## config.mk

```make
export PLATFORM = sky130hd
export DESIGN_NAME = branch_predictor_tournament
export DESIGN_NICKNAME = d
export VERILOG_FILES = /design/src/rtl/branch_predictor_tournament.sv
export SDC_FILE = /design/constraint.sdc
export NUM_CORES = 2
export LEC_CHECK = 0
export BUFFER_PORTS_ARGS = -buffer_cell sky130_fd_sc_hd__buf_2
export CORE_ASPECT_RATIO = 0.75
export CORE_MARGIN = 2
export CORE_UTILIZATION = 35
export DETAILED_ROUTE_END_ITERATION = 12
export GPL_ROUTABILITY_DRIVEN = 1
export GPL_TIMING_DRIVEN = 1
export HOLD_SLACK_MARGIN = 0.05
export PLACE_DENSITY = 0.52
export SETUP_SLACK_MARGIN = 0.3
export SYNTH_ARGS = -nofsm -noshare
export SYNTH_HDL_FRONTEND = slang
export SYNTH_SLANG_ARGS = --single-unit
```

## constraint.sdc

```tcl
create_clock -name clk -period 8 [get_ports clk]
set_input_delay 0 -clock clk [delete_from_list [all_inputs] [get_ports clk]]
set_output_delay 0 -clock clk [all_outputs]
set_load 0.03 [all_outputs]
```

## src/rtl/branch_predictor_tournament.sv

```systemverilog
// Tournament branch predictor: bimodal + gshare + per-PC chooser.
// Prediction is combinational; execute-stage resolution trains the tables,
// repairs speculative history and accumulates saturating statistics.
module branch_predictor_tournament #(
  parameter int unsigned INDEX_W = 7,
  parameter int unsigned HIST_W  = 7,
  parameter int unsigned PC_LSB  = 2,
  parameter int unsigned MODE    = 2,
  parameter int unsigned CNT_W   = 32
) (
  input  logic              clk,
  input  logic              reset,
  input  logic              pred_valid,
  input  logic [31:0]       pred_pc,
  output logic              pred_taken,
  output logic              pred_src,
  output logic [HIST_W-1:0] pred_ghr,
  input  logic              upd_valid,
  input  logic [31:0]       upd_pc,
  input  logic [HIST_W-1:0] upd_ghr,
  input  logic              upd_pred,
  input  logic              upd_taken,
  output logic              mispredict,
  output logic [CNT_W-1:0]  cnt_branches,
  output logic [CNT_W-1:0]  cnt_correct,
  output logic [CNT_W-1:0]  cnt_bim_correct,
  output logic [CNT_W-1:0]  cnt_gsh_correct
);

  localparam int unsigned DEPTH = 1 << INDEX_W;
  localparam logic [CNT_W-1:0] CNT_MAX = '1;

  logic [1:0]         bim_tbl [DEPTH];
  logic [1:0]         gsh_tbl [DEPTH];
  logic [1:0]         cho_tbl [DEPTH];
  logic [HIST_W-1:0]  spec_ghr;

  logic [INDEX_W-1:0] p_bi, p_gi, u_bi, u_gi;
  logic               p_bim_dir, p_gsh_dir, p_use_gsh;
  logic               u_bim_ok, u_gsh_ok, u_cho_train;
  logic               unused_pc_bits;

  // 2-bit saturating counter step toward the given direction
  function automatic logic [1:0] sat2(input logic [1:0] c, input logic up);
    if (up) return (c == 2'b11) ? c : c + 2'd1;
    else    return (c == 2'b00) ? c : c - 2'd1;
  endfunction

  // Shift a new outcome into the history; for HIST_W=1 this is just the bit
  function automatic logic [HIST_W-1:0] hist_push(input logic [HIST_W-1:0] h, input logic b);
    return HIST_W'({h, b});
  endfunction

  // Statistics increment that sticks at all-ones
  function automatic logic [CNT_W-1:0] sat_inc(input logic [CNT_W-1:0] c);
    return (c == CNT_MAX) ? c : c + CNT_W'(1);
  endfunction

  // Only the indexing slice of each PC matters; the rest is intentionally dropped
  assign unused_pc_bits = ^{pred_pc, upd_pc};

  assign p_bi = pred_pc[PC_LSB +: INDEX_W];
  assign p_gi = p_bi ^ INDEX_W'(spec_ghr);
  assign u_bi = upd_pc[PC_LSB +: INDEX_W];
  assign u_gi = u_bi ^ INDEX_W'(upd_ghr);

  assign pred_ghr   = spec_ghr;
  assign mispredict = upd_valid & (upd_pred ^ upd_taken);

  // Fetch-cycle direction and component select
  always_comb begin
    p_bim_dir  = bim_tbl[p_bi][1];
    p_gsh_dir  = gsh_tbl[p_gi][1];
    p_use_gsh  = 1'b0;
    pred_taken = 1'b0;
    pred_src   = 1'b0;
    if (MODE == 1)      p_use_gsh = 1'b1;
    else if (MODE == 2) p_use_gsh = cho_tbl[p_bi][1];
    if (pred_valid) begin
      pred_src   = p_use_gsh;
      pred_taken = p_use_gsh ? p_gsh_dir : p_bim_dir;
    end
  end

  // Component correctness from the table contents seen by the resolving branch
  always_comb begin
    u_bim_ok    = (bim_tbl[u_bi][1] == upd_taken);
    u_gsh_ok    = (gsh_tbl[u_gi][1] == upd_taken);
    u_cho_train = (MODE == 2) && (u_bim_ok != u_gsh_ok);
  end

  // Table training; reset restores weakly-not-taken / weakly-bimodal everywhere
  always_ff @(posedge clk or negedge reset) begin
    if (!reset) begin
      for (int unsigned i = 0; i < DEPTH; i++) begin
        bim_tbl[INDEX_W'(i)] <= 2'b01;
        gsh_tbl[INDEX_W'(i)] <= 2'b01;
        cho_tbl[INDEX_W'(i)] <= 2'b01;
      end
    end else if (upd_valid) begin
      bim_tbl[u_bi] <= sat2(bim_tbl[u_bi], upd_taken);
      gsh_tbl[u_gi] <= sat2(gsh_tbl[u_gi], upd_taken);
      if (u_cho_train) cho_tbl[u_bi] <= sat2(cho_tbl[u_bi], u_gsh_ok);
    end
  end

  // Speculative history: repair on mispredict wins over the fetch shift
  always_ff @(posedge clk or negedge reset) begin
    if (!reset)          spec_ghr <= '0;
    else if (mispredict) spec_ghr <= hist_push(upd_ghr, upd_taken);
    else if (pred_valid) spec_ghr <= hist_push(spec_ghr, pred_taken);
  end

  // Saturating accuracy statistics
  always_ff @(posedge clk or negedge reset) begin
    if (!reset) begin
      cnt_branches    <= '0;
      cnt_correct     <= '0;
      cnt_bim_correct <= '0;
      cnt_gsh_correct <= '0;
    end else if (upd_valid) begin
      cnt_branches <= sat_inc(cnt_branches);
      if (upd_pred == upd_taken) cnt_correct     <= sat_inc(cnt_correct);
      if (u_bim_ok)              cnt_bim_correct <= sat_inc(cnt_bim_correct);
      if (u_gsh_ok)              cnt_gsh_correct <= sat_inc(cnt_gsh_correct);
    end
  end

endmodule

```

# After elaboration in Yosys (flattened, before gate mapping)
# Index checks and enable logic that the tools add are counted.
# op_classes
n_addsub	10
multipliers	0
n_div	0
order_cmp	6
n_eq_ne	11
n_shift	0
muxes	43
bitwise_logic	12
reduce_logical	11
# op_table
operator	count
256-bit bitwise mux	3
32-bit by 1-bit adder with 32-bit output (second input constant)	4
32-bit == test (second input constant)	4
2-bit binary-select mux with 7-bit select	6
2-bit two-way mux	27
8-bit greater-or-equal comparator (second input constant)	4
7-bit inverter with 8-bit output	4
2-bit demux with 7-bit select	2
8-bit by 1-bit less-than comparator with 1-bit output (second input constant)	2
7-bit two-way mux	2
7-bit XOR	2
3-bit AND reduction	3
2-bit by 1-bit adder with 2-bit output (second input constant)	3
2-bit == test (second input constant)	3
2-bit logical NOT	3
2-bit by 1-bit subtractor with 2-bit output (second input constant)	3
1-bit inverter	4
2-bit AND reduction	2
1-bit == test	3
1-bit two-way mux	3
1-bit logical AND	2
2-bit nonzero test	1
1-bit bitwise AND	1
1-bit != test	1
1-bit XOR	1
# word_totals
ff_bits	903
latchBits	0
mem_bits_rw	0
romBits	0
wordCells	482
mem_count	0

# Logic depth before layout (Yosys ltp)
# logic_depth
ltp_word	10
ltp_mapped	19

# Least setup slack after synthesis
# OpenSTA, ideal clock, no wires.
# synth_timing
path_type	register -> register
startpoint	reg spec_ghr[0], in the netlist pred_ghr[0]
endpoint	reg spec_ghr[0], in the netlist pred_ghr[0]
setup_time_ns	0.141
t_arrival_ns	3.813
required_ns	7.859
setup_slack_ns	4.047
path_stages_with_launch	11
period_less_slack_ns	3.953
cell_sequence	dfrtp_1 -> xor2_1 -> clkbuf_1 -> clkbuf_1 -> mux4_2 -> mux2i_1 -> a31oi_1 -> a31o_2 -> o311a_1 -> a311oi_1 -> a31oi_1
# synth_via
elab_chain_cells	9
# synth_lines
item	line_no	source
from (decl)	36	logic [HIST_W-1:0] spec_ghr;
from (signal assigned)	110	else if (mispredict) spec_ghr <= hist_push(upd_ghr, upd_taken);
from (signal assigned)	111	else if (pred_valid) spec_ghr <= hist_push(spec_ghr, pred_taken);
7-bit XOR	63	assign p_gi = p_bi ^ INDEX_W'(spec_ghr);
7-bit inverter with 8-bit output (not written as such)	73	p_gsh_dir = gsh_tbl[p_gi][1];
2-bit binary-select mux with 7-bit select	73	
2-bit two-way mux (not written as such) (2 in series)	73	
1-bit two-way mux	81	pred_taken = p_use_gsh ? p_gsh_dir : p_bim_dir;
1-bit two-way mux	79	if (pred_valid) begin
net pred_taken	15	output logic pred_taken,
7-bit two-way mux	111	
7-bit two-way mux	110	
# The timed path passes the listed nets, and every way through them passes these cells. The select of a mux whose other input is x is not followed.
# A chain may end at the register's enable or synchronous reset.

# Worst setup path after layout
# layout_timing
startpoint	in upd_ghr[0]
endpoint	reg cho_tbl[247] (netlist name)
# layout_via
elab_chain_cells	10
word_cells_on_any_way	12
classes_between	eq/ne: 2; mux: 7; bitwise: 2; reduce/logical: 1
# layout_lines
item	line_no	source
from (decl)	20	input logic [HIST_W-1:0] upd_ghr,
7-bit XOR (*)	65	assign u_gi = u_bi ^ INDEX_W'(upd_ghr);
7-bit inverter with 8-bit output (not written as such) (*)	88	u_gsh_ok = (gsh_tbl[u_gi][1] == upd_taken);
2-bit binary-select mux with 7-bit select (*)	88	
2-bit two-way mux (not written as such) (*) (2 in series)	88	
1-bit == test (*)	88	
2-bit two-way mux	45	if (up) return (c == 2'b11) ? c : c + 2'd1;
2-bit two-way mux	103	if (u_cho_train) cho_tbl[u_bi] <= sat2(cho_tbl[u_bi], u_gsh_ok);
2-bit two-way mux	100	end else if (upd_valid) begin
256-bit bitwise mux	103	
to (signal, indexed assignment)	103	
to (decl)	35	logic [1:0] cho_tbl [DEPTH];
# Every way passes the cells marked *; elsewhere a longest branch is shown, timed or not. The select of a mux whose other input is x is not followed.

==> metrics <==
Vert. Die Dim=318 µm; first-pass GRT wire length=240,000 µm; worst reg2reg path endpoint=cnt_bim_correct[21]; CTS-repair resized insts=0; number of instances in the synthesized netlist=4,241; leakage=20.7 nW; synthesized cell area=45,900 µm²; post-synth top area share=0.283; Critical path origin=upd_ghr[0]; Routed Wire Length=158,000 µm; number of global-route vias before repair=34,900; cells on worst reg2reg path=10; Post-Place Cells=5,956; post-synthesis async set-or-reset flop share=1.00; endpoints failing hold=0; library cell with the highest instance count after synthesis=sky130_fd_sc_hd__o21ai_0; CTS clk-pin slew, worst paths=0.06 ns; power density relative to cell area=244 nW/µm²; iteration-0 DRC count of the detailed router=3,718; sinks on the clock net=903; final weighted congestion in routability-driven placement=0.881; normalized max-slew margin=0.167; RSZ-0062 raised after global routing=no; clk_lat worst skew=0.72 ns; Sequential Area=23,100 µm²; proportion of synthesized chip area in sequential cells=0.503; Worst path top cell family by delay=buffers and inverters; share of layout cells above drive strength 1=0.316; number of register bits inferred by synthesis=903; multi-input combinational cell area=21,600 µm²; area enclosed by the die boundary=134,000 µm²; syn_area_per_cell=10.8 µm²; cell accounting for the most synthesized area=sky130_fd_sc_hd__dfrtp_1; mean number of vias per cell=5.80; logic depth of the worst setup path including buffers=15; number of detailed-routing iterations run before antenna repair=6; Yosys warning count=0; DRC violation count after routing=0; total global-route track usage=0.234; worst hold path class=input pin to register; worst-path cell with the longest stage delay=sky130_fd_sc_hd__xor2_4; IO Pins=215; post-route non-filler standard cell count=6,157; NumNets Final=4,399; CTS tree=yes; initial antenna violation count=2; predominant post-synthesis flop cell=sky130_fd_sc_hd__dfrtp_1; number of enable flip-flop cells after synthesis=0; fmax=185 MHz; post-synth net total=4,322; Setup-failing EPs final=0; IR Drop Worst-Case VDD=0.193 mV; number of fill cells=12,800; aggregate negative setup slack=0 ns; cell occurring most often along the worst timing path=sky130_fd_sc_hd__buf_4; fin crit share=0.676; highest net fanout along the worst path=48; count of port buffers added during placement=164; final antenna-violating net count=0; status=finished clean; HPWL after DPL=102,000 µm; commonest cells in the netlist=595 x sky130_fd_sc_hd__o21ai_0, 570 x sky130_fd_sc_hd__nand2_1, 519 x sky130_fd_sc_hd__dfrtp_1; standard-cell rows=115; Area contributors post-synth=sky130_fd_sc_hd__dfrtp_1 28%, sky130_fd_sc_hd__dfstp_2 22%, sky130_fd_sc_hd__mux2_2 7.4%; nature of the critical path endpoint=register; Data arrival, critical path=5.97 ns; Crit Path Class=input pin to register; maximum clock skew at final layout=0.0323 ns; Synth cell types=77; slew at the pin with the worst max-slew slack=1.25 ns; setup slack, reg-to-reg=3.21 ns; number of buffers on the longest clock path=3; number of H-tree branching levels=3; end point of the critical path=cho_tbl[247]; required time reported for the critical path endpoint=8.56 ns; launching element type of the critical path=input pin; Routed wire per std cell=25.7 µm; count of final max-slew check failures=0; Maximum Capacitance Violations=0; width of the die=422 µm; count of vias placed by the detailed router=35,700; relative area change from synthesis to final layout=13.6%; clock buffers created by TritonCTS=97; crit-path cells=dlygate4sd3_1, buf_2, xor2_4, buf_4, nand2_1, nand3_1, o21ai_0, a222oi_1, o221ai_1, a211oi_4, xnor2_2, buf_4, maj3_4, buf_4, o31ai_2; pin count of the biggest net entering global routing=213; Initial Util=0.351; Floorplan Core Area=131,000 µm²; gr ovfl total=0; Critical Path Max Stage Delay=0.90 ns; minimum clock period after layout=5.41 ns; cell chosen for the clock root=sky130_fd_sc_hd__clkbuf_16; Bufs and invs on worst path=5; launching point of the worst reg2reg path=bim_tbl[51]
cells in the final DEF (no fill, tap or decap), types with 66 or more instances in the layout:
cell,instances
sky130_fd_sc_hd__o21ai_0,594
sky130_fd_sc_hd__nand2_1,570
sky130_fd_sc_hd__dfrtp_1,519
sky130_fd_sc_hd__dfstp_2,384
sky130_fd_sc_hd__mux2_2,303
sky130_fd_sc_hd__nor2_1,223
sky130_fd_sc_hd__buf_2,159
sky130_fd_sc_hd__a22oi_1,158
sky130_fd_sc_hd__mux4_2,139
sky130_fd_sc_hd__clkbuf_16,99
sky130_fd_sc_hd__nand3_1,87
sky130_fd_sc_hd__buf_4,86
sky130_fd_sc_hd__xnor2_1,82
sky130_fd_sc_hd__o21ai_1,77
sky130_fd_sc_hd__o31ai_1,69
sky130_fd_sc_hd__or2_2,66
cells by family after synthesis:
| logic type | after synthesis | share of synthesized area |
|---|---|---|
| simple gates | 1155 | 0.112 |
| xor+xnor | 150 | 0.0294 |
| buf+inv | 322 | 0.0310 |
| mux | 492 | 0.154 |
| compound gates | 1211 | 0.169 |
| flops | 903 | 0.503 |
| fa+ha+maj | 8 | 0.00199 |
worst min path at each step:
stage | start | to | slack [ns] | cells past startpoint
finish | upd_taken | cnt_gsh_correct[5] | 0.16 | 4
detailed placement | reset | gsh_tbl[197] | 0.11 | 1
CTS | upd_taken | cnt_gsh_correct[19] | 0.11 | 4
global route | upd_taken | cnt_gsh_correct[5] | 0.18 | 4
floorplan | reset | bim_tbl[101] | -0.30 | 0
global placement | reset | gsh_tbl[231] | 0.10 | 1
registers in the layout (all words and copies together), names as in the netlist:
| register | cells |
|---|---|
| cnt_bim_correct | 32 |
| cho_tbl | 256 |
| bim_tbl | 256 |
| gsh_tbl | 256 |
| pred_ghr | 7 |
| cnt_correct | 32 |
| cnt_gsh_correct | 32 |
| cnt_branches | 32 |
worst reg2reg max path, cell delays in order (launching register included):
cell and delay [ns]:
sky130_fd_sc_hd__dfrtp_1 0.40, sky130_fd_sc_hd__mux2_2 0.27, sky130_fd_sc_hd__a221o_1 0.29, sky130_fd_sc_hd__a221oi_1 0.75, sky130_fd_sc_hd__o32ai_1 0.15, sky130_fd_sc_hd__or4_1 0.52
sky130_fd_sc_hd__nor3_2 0.60, sky130_fd_sc_hd__xnor2_1 0.52, sky130_fd_sc_hd__nand4_1 0.63, sky130_fd_sc_hd__nor4_1 0.43, sky130_fd_sc_hd__xor2_1 0.18
per-layer routing:
metal  vias up  wire length, µm  GRT usage
li1      15800                -          -
met1     18200            76600      0.367
met2      1434            63300      0.314
met3       256            13400     0.0513
met4         2             4900     0.0722
met5         -               12          0
where the power goes:
part / switching (mW) / internal [mW]
Combinational: 1.68 / 0.786
Clock: 1.99 / 2.69
Sequential: 0.353 / 5.22
Total: 4.02 / 8.70
repair_timing:
| item | 4_1_cts | 5_1_grt |
|---|---|---|
| buffers inserted | 0 | 0 |
| hold buffers | 18 | 0 |
| endpoints found under the hold margin | 124 | 0 |
metrics by stage:
| stage | worst slack, ns | power, mW | hold WS, ns | cell area, µm² | utilization |
|---|---|---|---|---|---|
| 6_report | 2.59 | 12.7 | 0.157 | 52100 | 0.399 |
| 5_1_grt | 2.35 | 13.2 | 0.180 | 52100 | 0.399 |
| 4_1_cts | 2.63 | 12.8 | 0.105 | 52100 | 0.399 |
| 3_5_place_dp | 2.30 | 8.07 | 0.114 | 48600 | 0.372 |
| 3_3_place_gp | 2.34 | 8.03 | 0.103 | 48600 | 0.372 |
| 2_1_floorplan | 4.05 | 7.16 | -0.296 | 45900 | - |
cell type report:
class	count	area share
antenna	2	0.0000961
sequential	903	0.443
multi-input combinational	3016	0.414
timing repair buffer	277	0.0368
tap	1755	0.0422
clock buffer	152	0.0550
inverter	23	0.00166
clock inverter	29	0.00718
No activity file was read; power rests on OpenSTA's default activity.
